## src/rtl/fetch_stage_pkg.sv

```systemverilog
// Shared constants and state encoding for the instruction fetch stage.
package fetch_stage_pkg;

  typedef enum logic {
    RUN  = 1'b0,
    HALT = 1'b1
  } state_t;

  localparam logic [15:0] DEF_RESET_PC = 16'h0000;
  localparam logic [15:0] DEF_PC_INC   = 16'h0002;
  localparam logic [3:0]  DEF_HALT_OP  = 4'hF;

endpackage

```

## src/rtl/fetch_stage_if.sv

```systemverilog
// Fetch stage bus: pipeline control in, instruction memory port, IF/ID register out.
interface fetch_stage_if;

  logic        stall;
  logic        flush;
  logic        branch_taken;
  logic [15:0] branch_target;
  logic [15:0] imem_addr;
  logic [15:0] imem_data;
  logic [15:0] ifid_pc;
  logic [15:0] ifid_pc_next;
  logic [15:0] ifid_instr;
  logic        ifid_valid;
  logic        halted;

  // Fetch stage side: drives the memory address and the IF/ID register.
  modport master (
    input  stall, flush, branch_taken, branch_target, imem_data,
    output imem_addr, ifid_pc, ifid_pc_next, ifid_instr, ifid_valid, halted
  );

  // Surrounding pipeline / memory side.
  modport slave (
    output stall, flush, branch_taken, branch_target, imem_data,
    input  imem_addr, ifid_pc, ifid_pc_next, ifid_instr, ifid_valid, halted
  );

endinterface

```

## src/rtl/fetch_stage_adder.sv

```systemverilog
// 16-bit combinational adder; result wraps modulo 2^16, carry discarded.
module fetch_stage_adder (
  input  logic [15:0] a,
  input  logic [15:0] b,
  output logic [15:0] y
);

  assign y = a + b;

endmodule

```

## src/rtl/fetch_stage.sv

```systemverilog
// Instruction fetch stage: PC register, IF/ID pipeline register and RUN/HALT FSM.
module fetch_stage
  import fetch_stage_pkg::*;
#(
  parameter logic [15:0] RESET_PC = DEF_RESET_PC,
  parameter logic [15:0] PC_INC   = DEF_PC_INC,
  parameter logic [3:0]  HALT_OP  = DEF_HALT_OP
) (
  input  logic          clk,
  input  logic          rst,
  fetch_stage_if.master bus
);

  state_t      state_q, state_d;
  logic [15:0] pc_q, pc_d, pc_inc;
  logic [15:0] ifid_pc_q, ifid_pc_d;
  logic [15:0] ifid_pc_next_q, ifid_pc_next_d;
  logic [15:0] ifid_instr_q, ifid_instr_d;
  logic        ifid_valid_q, ifid_valid_d;
  logic [15:0] redirect_pc;

  fetch_stage_adder u_pc_add (
    .a(pc_q),
    .b(PC_INC),
    .y(pc_inc)
  );

  // Branch targets are forced halfword-aligned.
  assign redirect_pc = bus.branch_target & 16'hFFFE;

  assign bus.imem_addr    = pc_q;
  assign bus.ifid_pc      = ifid_pc_q;
  assign bus.ifid_pc_next = ifid_pc_next_q;
  assign bus.ifid_instr   = ifid_instr_q;
  assign bus.ifid_valid   = ifid_valid_q;
  assign bus.halted       = (state_q == HALT);

  // State register.
  always_ff @(posedge clk) begin
    if (rst) state_q <= RUN;
    else     state_q <= state_d;
  end

  // Next state and next PC / IF/ID values; priority branch > stall > flush > normal.
  always_comb begin
    state_d        = state_q;
    pc_d           = pc_q;
    ifid_pc_d      = ifid_pc_q;
    ifid_pc_next_d = ifid_pc_next_q;
    ifid_instr_d   = ifid_instr_q;
    ifid_valid_d   = ifid_valid_q;
    unique case (state_q)
      RUN: begin
        if (bus.branch_taken) begin
          pc_d         = redirect_pc;
          ifid_valid_d = 1'b0;
        end else if (bus.stall) begin
          // hold everything
        end else if (bus.flush) begin
          pc_d         = pc_inc;
          ifid_valid_d = 1'b0;
        end else begin
          ifid_pc_d      = pc_q;
          ifid_pc_next_d = pc_inc;
          ifid_instr_d   = bus.imem_data;
          ifid_valid_d   = 1'b1;
          // A latched halt word parks the PC on itself.
          if (bus.imem_data[15:12] == HALT_OP) state_d = HALT;
          else                                 pc_d    = pc_inc;
        end
      end
      HALT: begin
        ifid_valid_d = 1'b0;
        if (bus.branch_taken) begin
          pc_d    = redirect_pc;
          state_d = RUN;
        end
      end
      default: state_d = RUN;
    endcase
  end

  // PC and IF/ID pipeline register.
  always_ff @(posedge clk) begin
    if (rst) begin
      pc_q           <= RESET_PC;
      ifid_pc_q      <= '0;
      ifid_pc_next_q <= '0;
      ifid_instr_q   <= '0;
      ifid_valid_q   <= 1'b0;
    end else begin
      pc_q           <= pc_d;
      ifid_pc_q      <= ifid_pc_d;
      ifid_pc_next_q <= ifid_pc_next_d;
      ifid_instr_q   <= ifid_instr_d;
      ifid_valid_q   <= ifid_valid_d;
    end
  end

endmodule

```

## src/flat_wrapper.sv

```systemverilog
// flat-port wrapper written by rule: the top's interface ports become plain ports
module fetch_stage_flat import fetch_stage_pkg::*;
#(
  parameter logic [15:0] RESET_PC = DEF_RESET_PC,
  parameter logic [15:0] PC_INC   = DEF_PC_INC,
  parameter logic [3:0]  HALT_OP  = DEF_HALT_OP
)
  (clk, rst, bus_stall, bus_flush, bus_branch_taken, bus_branch_target, bus_imem_data, bus_imem_addr, bus_ifid_pc, bus_ifid_pc_next, bus_ifid_instr, bus_ifid_valid, bus_halted);
  fetch_stage_if bus_i ();
  input  logic clk;
  input  logic rst;
  input wire logic [$bits(bus_i.stall)-1:0] bus_stall;
  input wire logic [$bits(bus_i.flush)-1:0] bus_flush;
  input wire logic [$bits(bus_i.branch_taken)-1:0] bus_branch_taken;
  input wire logic [$bits(bus_i.branch_target)-1:0] bus_branch_target;
  input wire logic [$bits(bus_i.imem_data)-1:0] bus_imem_data;
  output wire logic [$bits(bus_i.imem_addr)-1:0] bus_imem_addr;
  output wire logic [$bits(bus_i.ifid_pc)-1:0] bus_ifid_pc;
  output wire logic [$bits(bus_i.ifid_pc_next)-1:0] bus_ifid_pc_next;
  output wire logic [$bits(bus_i.ifid_instr)-1:0] bus_ifid_instr;
  output wire logic [$bits(bus_i.ifid_valid)-1:0] bus_ifid_valid;
  output wire logic [$bits(bus_i.halted)-1:0] bus_halted;
  assign bus_i.stall = bus_stall;
  assign bus_i.flush = bus_flush;
  assign bus_i.branch_taken = bus_branch_taken;
  assign bus_i.branch_target = bus_branch_target;
  assign bus_i.imem_data = bus_imem_data;
  assign bus_imem_addr = bus_i.imem_addr;
  assign bus_ifid_pc = bus_i.ifid_pc;
  assign bus_ifid_pc_next = bus_i.ifid_pc_next;
  assign bus_ifid_instr = bus_i.ifid_instr;
  assign bus_ifid_valid = bus_i.ifid_valid;
  assign bus_halted = bus_i.halted;
  fetch_stage #(.RESET_PC(RESET_PC), .PC_INC(PC_INC), .HALT_OP(HALT_OP)) u_core (.clk(clk), .rst(rst), .bus(bus_i));
endmodule
```

## config.mk

```make
export PLATFORM = sky130hd
export DESIGN_NAME = fetch_stage_flat
export DESIGN_NICKNAME = d
export VERILOG_FILES = /design/src/rtl/fetch_stage_pkg.sv /design/src/rtl/fetch_stage_if.sv /design/src/rtl/fetch_stage_adder.sv /design/src/rtl/fetch_stage.sv /design/src/flat_wrapper.sv
export SDC_FILE = /design/constraint.sdc
export NUM_CORES = 1
export LEC_CHECK = 0
export ABC_AREA = 1
export BUFFER_PORTS_ARGS = -buffer_cell sky130_fd_sc_hd__buf_2
export CAP_MARGIN = 20
export CORE_ASPECT_RATIO = 1.25
export CORE_MARGIN = 8
export CORE_UTILIZATION = 54
export CTS_BUF_LIST = sky130_fd_sc_hd__clkbuf_4 sky130_fd_sc_hd__clkbuf_8
export DETAILED_ROUTE_END_ITERATION = 8
export GPL_TIMING_DRIVEN = 0
export PLACE_DENSITY_LB_ADDON = 0.05
export SLEW_MARGIN = 25
export SYNTH_ARGS = -nofsm -noshare
export SYNTH_HDL_FRONTEND = slang
export SYNTH_HIERARCHICAL = 1
export SYNTH_SLANG_ARGS = --single-unit
export TNS_END_PERCENT = 50
```

## constraint.sdc

```tcl
create_clock -name clk -period 2 [get_ports clk]
set_input_delay 0.2 -clock clk [delete_from_list [all_inputs] [get_ports clk]]
set_output_delay 0.2 -clock clk [all_outputs]
set_load 0.01 [all_outputs]
```

==> out/metrics.cfg, run 1 <==
[status]
outcome=finished, final reports clean

[route]
firstDrtPassIters=7
num_vias=3838
ant_nets=0
wl_per_cell_um=14.3
detail_route.vias_per_cell=4.94
drc=0
wl_um=11100
drt_iter0_drc=218

[floorplan]
rows=34
design.die.area_um2=9790
die_width_um=90.1
io_pins=103
initial_core_util_pct=54.5
coreArea_um2=6810
die_y_um=109

[synth]
ys.flop_type=dfxtp_1
yosys-top-cells-count=nor2_1, nand2_1, dfxtp_1, inv_1, o21ai_0
synth_top_family_by_area=simple AND/OR/NAND/NOR gates
synthXorXnorAreaFrac_pct=1.89
synth_warnings=6
ys_seq_elements=66
synth.area.mux_share_pct=0
async_reset_ff_share_pct=0
ys_types=29
synth_area_leaders=dfxtp_1, nor2_1, nand2_1
synthCells=555
synth_top_area_cell=dfxtp_1
synthAdderAreaFrac_pct=5.60
synth-compound-area-share_pct=13.2
syn_area_um2=3710
avgSynthCellArea_um2=6.68
synth-edff-count=0
synth_simple_gate_area_share_pct=31.9
synth_seq_area_share_pct=35.6
synth_most_common_cell=nor2_1
yosysTopAreaCellShare_pct=35.6

[sta]
slew_headroom_pct=58.8
period_needed_ns=1.86
fin_skew_ns=0.00886
worst_hold_slack_ns=0.0635
clock.fmax_mhz=536
timing.final.crit_share_pct=93.2
finalHoldViolCount=0
tns_ns=0
tightest_slew_ns=0.617
setup_violations=0
rsz0062_at_grt=true
slew_viol_final=0

[min_path]
hp-class=in -> reg
hold_depth=2

[clock_network]
cts_root_buffer=clkbuf_8
postCtsResizedCells=0
htreeDepth=3
cts_made_buffers=9
clk_transition_reported_paths_ns=0.07
cts_buffer_depth=2
post_cts_buffers=0
clkLatencyLatePin_ns=0.34
cts_tree=yes
cts.sinks=66
cts_hold_buffers=0

[critical_path]
crit_cells=12
path_max_fanout=4
critPathLaunchType=flop
cp_top_family=simple AND/OR/NAND/NOR gates
path_cells=ha_1 > nand2_1 > nor2_1 > nand3_1 > nand2_2 > xor2_1 > inv_1 > nor2_1 > nor2_1 > nand3_1 > nand2_1 > nor2_1
worst-path-buf-inv=1
critPathCaptureType=flop
crit_arrival_ns=2.15
crit_required_ns=2.28
cpMostUsedCell=nor2_1
r2r_cells=12
worstSetupPathType=reg -> reg
crit_slowest_cell=dfxtp_1
slowest_delay_ns=0.41

[final_layout]
fillers=673
fin_util_pct=68.0
area_growth_syn_to_layout_pct=24.8
nets=735
drive_above_1_share_pct=25.2
diodes=0

[global_route]
grt-ovfl-total=0
antenna_found_initial=0
grt_pass1_wl_um=17900
grt_pass1_vias=3717
grt_start_max_net_pins=13
grt_use_total_pct=22.3

[place]
gp_congestion=0.934
portBuffers=101
dpl.hpwl_um=8350

[power_and_ir_drop]
power_density_nw_per_um2=775
p_leak_nw=2.54
p_total_mw=3.59
ir_drop_mv=0.472

[run]
max_cap_viol_count=0

-- report_power, final --
part	internal, mW	switching, mW	leakage (nW)
sequential	1.40	0.0698	0.543
clock	0.612	0.538	0.103
combinational	0.365	0.604	1.89
-- final timing paths --
kind / end / slack (ns) / startpoint
setup / recovery: u_core/bus.imem_addr[7]$_SDFFE_PP0P_ / 0.14 / u_core/bus.imem_addr[6]$_SDFFE_PP0P_
hold / removal: u_core/bus.halted$_SDFF_PP0_ / 0.06 / rst
setup reg to reg: u_core/bus.imem_addr[7]$_SDFFE_PP0P_ / 0.14 / u_core/bus.imem_addr[6]$_SDFFE_PP0P_
hold reg to reg: u_core/bus.ifid_pc_next[0]$_SDFFE_PP0P_ / 0.47 / u_core/bus.ifid_pc_next[0]$_SDFFE_PP0P_
-- registers in the layout, indices dropped and copies added, names as in the netlist --
name and count:
u_core/bus.ifid_valid 1, u_core/bus.ifid_pc 16, u_core/bus.halted 1, u_core/bus.ifid_instr 16, u_core/bus.ifid_pc_next 16, u_core/bus.imem_addr 16
-- through the flow --
stage,worst slack (ns),instance area (um^2),std cells
finish,0.135,4630,777
global route,-0.00438,4630,777
CTS,0.0252,4590,777
detailed placement,0.0385,4380,761
global placement,0.0565,4380,761
floorplan,0.236,3770,570
-- logic make-up after synthesis --
kind of cell             Yosys count
XOR/XNOR                           8
buffers and inverters             93
AO/OA/AOI/OAI                     89
AND/OR/NAND/NOR                  281
other                              2
adder cells (fa/ha/maj)           16
flip-flops                        66
-- routing by layer --
layer,up-vias,global-route usage [%],part of all wire [%]
li1,1962,-,-
met1,1759,24.5,42
met2,101,40.9,50
met3,16,5.17,5.7
met4,0,9.18,2.4
met5,-,0,0
-- layout by cell type, fill, tap and decap left out, types with 3 or more instances in the layout --
master	instances
a21oi_1	29
a21oi_2	12
buf_2	103
buf_4	6
buf_6	7
clkbuf_1	8
clkbuf_8	10
conb_1	17
dfxtp_1	63
ha_1	12
inv_1	66
nand2_1	94
nand2_2	10
nand2_4	3
nand3_1	26
nor2_1	137
nor3_2	3
o21ai_0	36
o21ai_1	12
xor2_1	6
-- cell type report --
cell class | instances | area [um^2] | share of cell area (%)
multi-input cells | 411 | 2050 | 44.3
clock inverters | 6 | 65.1 | 1.41
flip-flops and latches | 66 | 1330 | 28.7
well taps | 90 | 113 | 2.43
plain buffers | 23 | 164 | 3.54
clock buffers | 10 | 138 | 2.97
inverters | 70 | 265 | 5.73
repair buffers | 101 | 505 | 10.9
No activity file was read; power rests on OpenSTA's default activity.
==> inputs of run 2 (changes only) <==
clock period = 1.85 ns   (was 2 ns; I/O delays follow)
==> out/metrics.cfg, run 2 (synthesis gave the netlist of run 1 again) <==
[critical_path]
critPathCaptureType=flop
crit_slowest_cell=fa_2
crit_arrival_ns=2.06  ; -0.09 ns
critPathLaunchType=flop
rr_startpoint=u_core/bus.imem_addr[1]$_SDFFE_PP0P_
worst-path-buf-inv=1  ; unchanged
r2r-end=u_core/bus.imem_addr[6]$_SDFFE_PP0P_
cp_top_family=simple AND/OR/NAND/NOR gates
path_max_fanout=3  ; -1
path_cells=fa_2 > nand2_2 > nand2_2 > nand3b_1 > nand2_2 > xor2_1 > inv_1 > nor2_1 > nor2_1 > nand3_1 > nand2_1 > nor2_1
worstSetupPathType=reg -> reg
crit_required_ns=2.09  ; -0.19 ns
r2r_cells=12  ; unchanged
slowest_delay_ns=0.38  ; -0.03 ns
rrSetupSlack_ns=0.03  ; -0.11 ns

[status]
violations=design-rule violations
outcome=finished with violations

[clock_network]
cts_root_buffer=clkbuf_8
clkLatencyLatePin_ns=0.35  ; about the same
clk_transition_reported_paths_ns=0.07  ; about the same
cts.sinks=66  ; unchanged
cts_hold_buffers=0  ; unchanged
cts_made_buffers=9  ; unchanged
cts_tree=yes
htreeDepth=3  ; unchanged
cts_buffer_depth=2  ; unchanged

[min_path]
hold_depth=2  ; unchanged
hp-class=in -> reg
hold_start=rst
whs_endpoint=u_core/bus.halted$_SDFF_PP0_

[route]
wl_um=11400  ; +2.6%
drt_iter0_drc=209  ; -4.1%
drc=1  ; +1
ant_nets=0  ; unchanged
num_vias=3885  ; +1.2%
detail_route.vias_per_cell=4.96  ; +0.32%
wl_per_cell_um=14.5  ; +1.7%
firstDrtPassIters=6  ; -1

[global_route]
grt_pass1_wl_um=18000  ; +0.54%
grt_pass1_vias=3770  ; +1.4%
grt_use_total_pct=22.5  ; +0.15 points
antenna_found_initial=0  ; unchanged
grt_start_max_net_pins=13  ; unchanged
grt-ovfl-total=0  ; unchanged

[sta]
slew_viol_final=0  ; unchanged
clock.fmax_mhz=549  ; +2.4%
timing.final.crit_share_pct=98.5  ; +5.2 points
fin_skew_ns=0.00984  ; +0.000982 ns
tightest_slew_ns=0.603  ; -0.0146 ns
period_needed_ns=1.82  ; -0.0431 ns
slew_headroom_pct=59.8  ; +0.97 points
fin_ws_ns=0.0281  ; -0.107 ns
setup_violations=0  ; unchanged
finalHoldViolCount=0  ; unchanged
rsz0062_at_grt=true

[final_layout]
area_growth_syn_to_layout_pct=29.6
mostFrequentLayoutCells=nor2_1, buf_2, nand2_1
diodes=0  ; unchanged
final_common_cell=nor2_1
drive_above_1_share_pct=30.1  ; +4.9 points
nets=742  ; +0.95%
fillers=645  ; -4.2%
fin_util_pct=70.6  ; +2.6 points

[power_and_ir_drop]
p_leak_nw=2.56  ; +1.1%
ir_drop_mv=0.524  ; +11%
power_density_nw_per_um2=833  ; +7.4%

[place]
place_ws_ns=-0.111  ; -0.150 ns
portBuffers=101  ; unchanged
gp_congestion=0.934  ; unchanged
dpl.hpwl_um=8350  ; unchanged

[floorplan]
initial_core_util_pct=54.5  ; unchanged
die_y_um=109  ; unchanged
io_pins=103  ; unchanged
design.die.area_um2=9790  ; unchanged
rows=34  ; unchanged
coreArea_um2=6810  ; unchanged
die_width_um=90.1  ; unchanged

[run]
max_cap_viol_count=0  ; unchanged

-- run 2: changes by cell type in the layout (fill, tap and decap cells not counted), sizes merged --
cell,before,now
buf,116,123
-- run 2: power breakdown --
part / internal [mW] / switching, mW
Sequential: 1.52 / 0.0824
Combinational: 0.481 / 0.682
Clock: 0.661 / 0.580
Total: 2.66 / 1.34
-- run 2: area by class of cell --
type                       instances  area (um^2)  area share, %
inverter                          70          265           5.52
clock buffer                      10          138           2.86
multi-input combinational        411         2160           45.0
tap                               90          113           2.34
buffer                            23          164           3.41
clock inverter                     6         65.1           1.35
timing repair buffer             108          558           11.6
sequential                        66         1340           27.9
-- run 2: how the worst max path moves through the flow --
stage / startpoint / endpoint / cells past startpoint
floorplan: u_core/bus.imem_addr[1]$_SDFFE_PP0P_ / u_core/bus.imem_addr[8]$_SDFFE_PP0P_ / 13
global placement: u_core/bus.imem_addr[1]$_SDFFE_PP0P_ / u_core/bus.imem_addr[8]$_SDFFE_PP0P_ / 13
detailed placement: u_core/bus.imem_addr[1]$_SDFFE_PP0P_ / u_core/bus.imem_addr[8]$_SDFFE_PP0P_ / 13
CTS: u_core/bus.imem_addr[5]$_SDFFE_PP0P_ / u_core/bus.imem_addr[7]$_SDFFE_PP0P_ / 12
global route: u_core/bus.imem_addr[1]$_SDFFE_PP0P_ / u_core/bus.imem_addr[14]$_SDFFE_PP0P_ / 15
finish: u_core/bus.imem_addr[1]$_SDFFE_PP0P_ / u_core/bus.imem_addr[6]$_SDFFE_PP0P_ / 12
-- run 2: what timing repair did --
| action | 4_1_cts | 5_1_grt |
|---|---|---|
| resized for setup | 6 | 35 |
| pin swaps | 1 | 11 |
| endpoints found under the setup margin | 10 | 12 |
| setup buffers | 2 | 5 |
| gates cloned | 0 | 0 |
-- run 2: worst register-to-register path, cell delays in order (launching register included) --
cell	delay, ns
dfxtp_4	0.36
fa_2	0.38
nand2_2	0.08
nand2_2	0.05
nand3b_1	0.09
nand2_2	0.10
xor2_1	0.15
inv_1	0.12
nor2_1	0.07
nor2_1	0.10
nand3_1	0.09
nand2_1	0.07
nor2_1	0.04
-- run 2: through the flow --
| step | instances | power (mW) | instance area (um^2) | hold WS, ns | setup TNS (ns) |
|---|---|---|---|---|---|
| after floorplan | 570 | 2.32 | 3770 | 0.254 | 0 |
| after CTS | 779 | 3.90 | 4640 | 0.0370 | 0 |
| after global routing | 784 | 4.24 | 4810 | 0.0410 | -0.355 |
| after global placement | 761 | 2.60 | 4380 | 0.396 | -0.245 |
| after detailed placement | 761 | 2.62 | 4380 | 0.399 | -0.423 |
| final | 784 | 4.00 | 4810 | 0.0487 | 0 |
-- run 2: layer usage --
| metal | GRT usage (%) | vias up | routed length [um] |
|---|---|---|---|
| met5 | 0 | - | 0 |
| met4 | 10.4 | 0 | 378 |
| li1 | - | 1979 | - |
| met2 | 41.0 | 122 | 5640 |
| met3 | 5.10 | 26 | 758 |
| met1 | 24.5 | 1758 | 4620 |
==> inputs of run 3 (changes only) <==
REMOVE_ABC_BUFFERS = 1   (was unset)
==> out/metrics.cfg, run 3 (synthesis gave the netlist of run 1 again) <==
[power_and_ir_drop]
p_int_mw=2.47  ; -7.3%
power_density_nw_per_um2=805  ; -3.3%
comb_power_share_pct=28.8  ; -0.2 points
seq_power_share_pct=42.1  ; +2.1 points
p_clk_share_pct=29.1  ; -1.9 points
switching_share_pct=34.9  ; +1.4 points
p_leak_nw=2.48  ; -3.4%
p_switching_mw=1.32  ; -1.6%
p_total_mw=3.79  ; -5.4%
ir_drop_mv=0.536  ; +2.3%

[global_route]
grt-ovfl-total=0  ; unchanged
grt_use_total_pct=20.0  ; -2.5 points
grt_pass1_vias=3678  ; -2.4%
grt_start_max_net_pins=65  ; +52
grt_pass1_wl_um=16500  ; -8.3%
antenna_found_initial=0  ; unchanged

[critical_path]
crit_arrival_ns=2.04  ; -0.02 ns
slowest_delay_ns=0.38  ; about the same
path_max_fanout=5  ; +2
cpMostUsedCell=nand2_2
critPathLaunchType=flop
crit_slowest_cell=fa_2
worst-path-buf-inv=1  ; unchanged
cp_top_family=simple AND/OR/NAND/NOR gates
crit_required_ns=2.08  ; about the same
worstSetupPathType=reg -> reg
path_cells=fa_2 > nand2_2 > nand2_2 > and2_4 > nand2_2 > nand2_2 > xor2_1 > inv_1 > nor2_1 > nor2_1 > nand3_1 > nand2_1 > nor2_1
critPathCaptureType=flop

[clock_network]
htreeDepth=3  ; unchanged
cts_made_buffers=9  ; unchanged
clk_transition_reported_paths_ns=0.08  ; about the same
clkLatencyLatePin_ns=0.34  ; about the same
cts_hold_buffers=0  ; unchanged
cts.sinks=66  ; unchanged
cts_buffer_depth=2  ; unchanged
cts_tree=yes
cts_root_buffer=clkbuf_8

[route]
wl_per_cell_um=12.8  ; -12%
detail_route.vias_per_cell=4.89  ; -1.4%
wl_um=9740  ; -15%
firstDrtPassIters=4  ; -2
drt_iter0_drc=141  ; -33%
num_vias=3720  ; -4.2%
drc=0  ; -1
ant_nets=0  ; unchanged

[floorplan]
die_width_um=90.1  ; unchanged
io_pins=103  ; unchanged
die_y_um=109  ; unchanged
design.die.area_um2=9790  ; unchanged
initial_core_util_pct=54.5  ; unchanged
coreArea_um2=6810  ; unchanged
rows=34  ; unchanged

[min_path]
hp-class=in -> reg

[sta]
tns_ns=0  ; unchanged
worst_hold_slack_ns=0.0629  ; +0.0142 ns
finalHoldViolCount=0  ; unchanged
rsz0062_at_grt=true
timing.final.crit_share_pct=97.7  ; -0.76 points
clock.fmax_mhz=553  ; +0.78%
period_needed_ns=1.81  ; -0.0141 ns
slew_viol_final=0  ; unchanged
fin_skew_ns=0.0148  ; +0.00492 ns
setup_violations=0  ; unchanged

[final_layout]
fillers=620  ; -3.9%
diodes=0  ; unchanged
area_growth_syn_to_layout_pct=26.8
final_common_cell=nor2_1
drive_above_1_share_pct=29.7  ; -0.46 points
nets=719  ; -3.1%
fin_cells=761  ; -2.9%
mostFrequentLayoutCells=nor2_1, buf_2, nand2_1

[place]
portBuffers=101  ; unchanged
gp_congestion=0.786  ; -16%
dpl.cell_count=740  ; -2.8%
dpl.hpwl_um=6770  ; -19%

[status]
outcome=finished, final reports clean

[run]
max_cap_viol_count=0  ; unchanged

==> run 3: worst paths after layout <==
| path | slack, ns | cells past startpoint | endpoint | startpoint |
|---|---|---|---|---|
| worst max-delay path | 0.04 | 13 | u_core/bus.imem_addr[8]$_SDFFE_PP0P_ | u_core/bus.imem_addr[1]$_SDFFE_PP0P_ |
| worst min-delay path | 0.06 | 2 | u_core/bus.ifid_pc_next[0]$_SDFFE_PP0P_ | rst |
| worst max register to register | 0.04 | 13 | u_core/bus.imem_addr[8]$_SDFFE_PP0P_ | u_core/bus.imem_addr[1]$_SDFFE_PP0P_ |
| worst min register to register | 0.47 | 2 | u_core/bus.ifid_pc_next[0]$_SDFFE_PP0P_ | u_core/bus.ifid_pc_next[0]$_SDFFE_PP0P_ |
==> run 3: cell type report <==
class                           count  area, um^2  share of cell area [%]
Clock buffer                        9         124                    2.63
Clock inverter                      7        51.3                    1.09
Inverter                           70         272                    5.77
Multi-Input combinational cell    411        2230                    47.4
Sequential cell                    66        1340                    28.4
Tap cell                           90         113                    2.39
Timing Repair Buffer              108         578                    12.3
==> run 3: routing by layer <==
layer	up-vias	GRT usage (%)	share of wire [%]
met3	12	4.68	6.1
met4	0	6.56	1.2
met1	1677	22.3	42
met2	105	37.0	50
li1	1926	-	-
met5	-	0	0
==> run 3: worst register-to-register path: cells and delay by family (launching register included) <==
family                     cells  cell delay, ns
xor gates and xnor gates       1            0.15
adders and majority gates      1            0.38
buffers and inverters          1            0.08
DFF                            1            0.37
and+or+nand+nor               10            0.73
==> run 3: timing repair <==
action	4_1_cts	5_1_grt
pin swaps	3	18
cloned	0	0
setup buffers	1	4
endpoints found under the setup margin	57	11
resized for setup	8	40
==> run 3: power by group through the flow <==
stage               sequential [mW]  combinational [mW]  clock, mW
global route                   1.61                1.25       1.18
global placement               1.61               0.927          0
detailed placement             1.61               0.952          0
floorplan                      1.65               0.642          0
CTS                            1.58               0.969       1.13
finish                         1.60                1.09       1.10
==> run 3: per-stage QoR <==
step / util [%] / worst slack, ns / area, um^2
after CTS: 66.0 / 0.00189 / 4490
after global routing: 69.1 / -0.107 / 4700
final: 69.1 / 0.0422 / 4700
after floorplan: - / -0.0755 / 3600
after global placement: 62.0 / -0.700 / 4220
after detailed placement: 62.7 / -0.420 / 4270
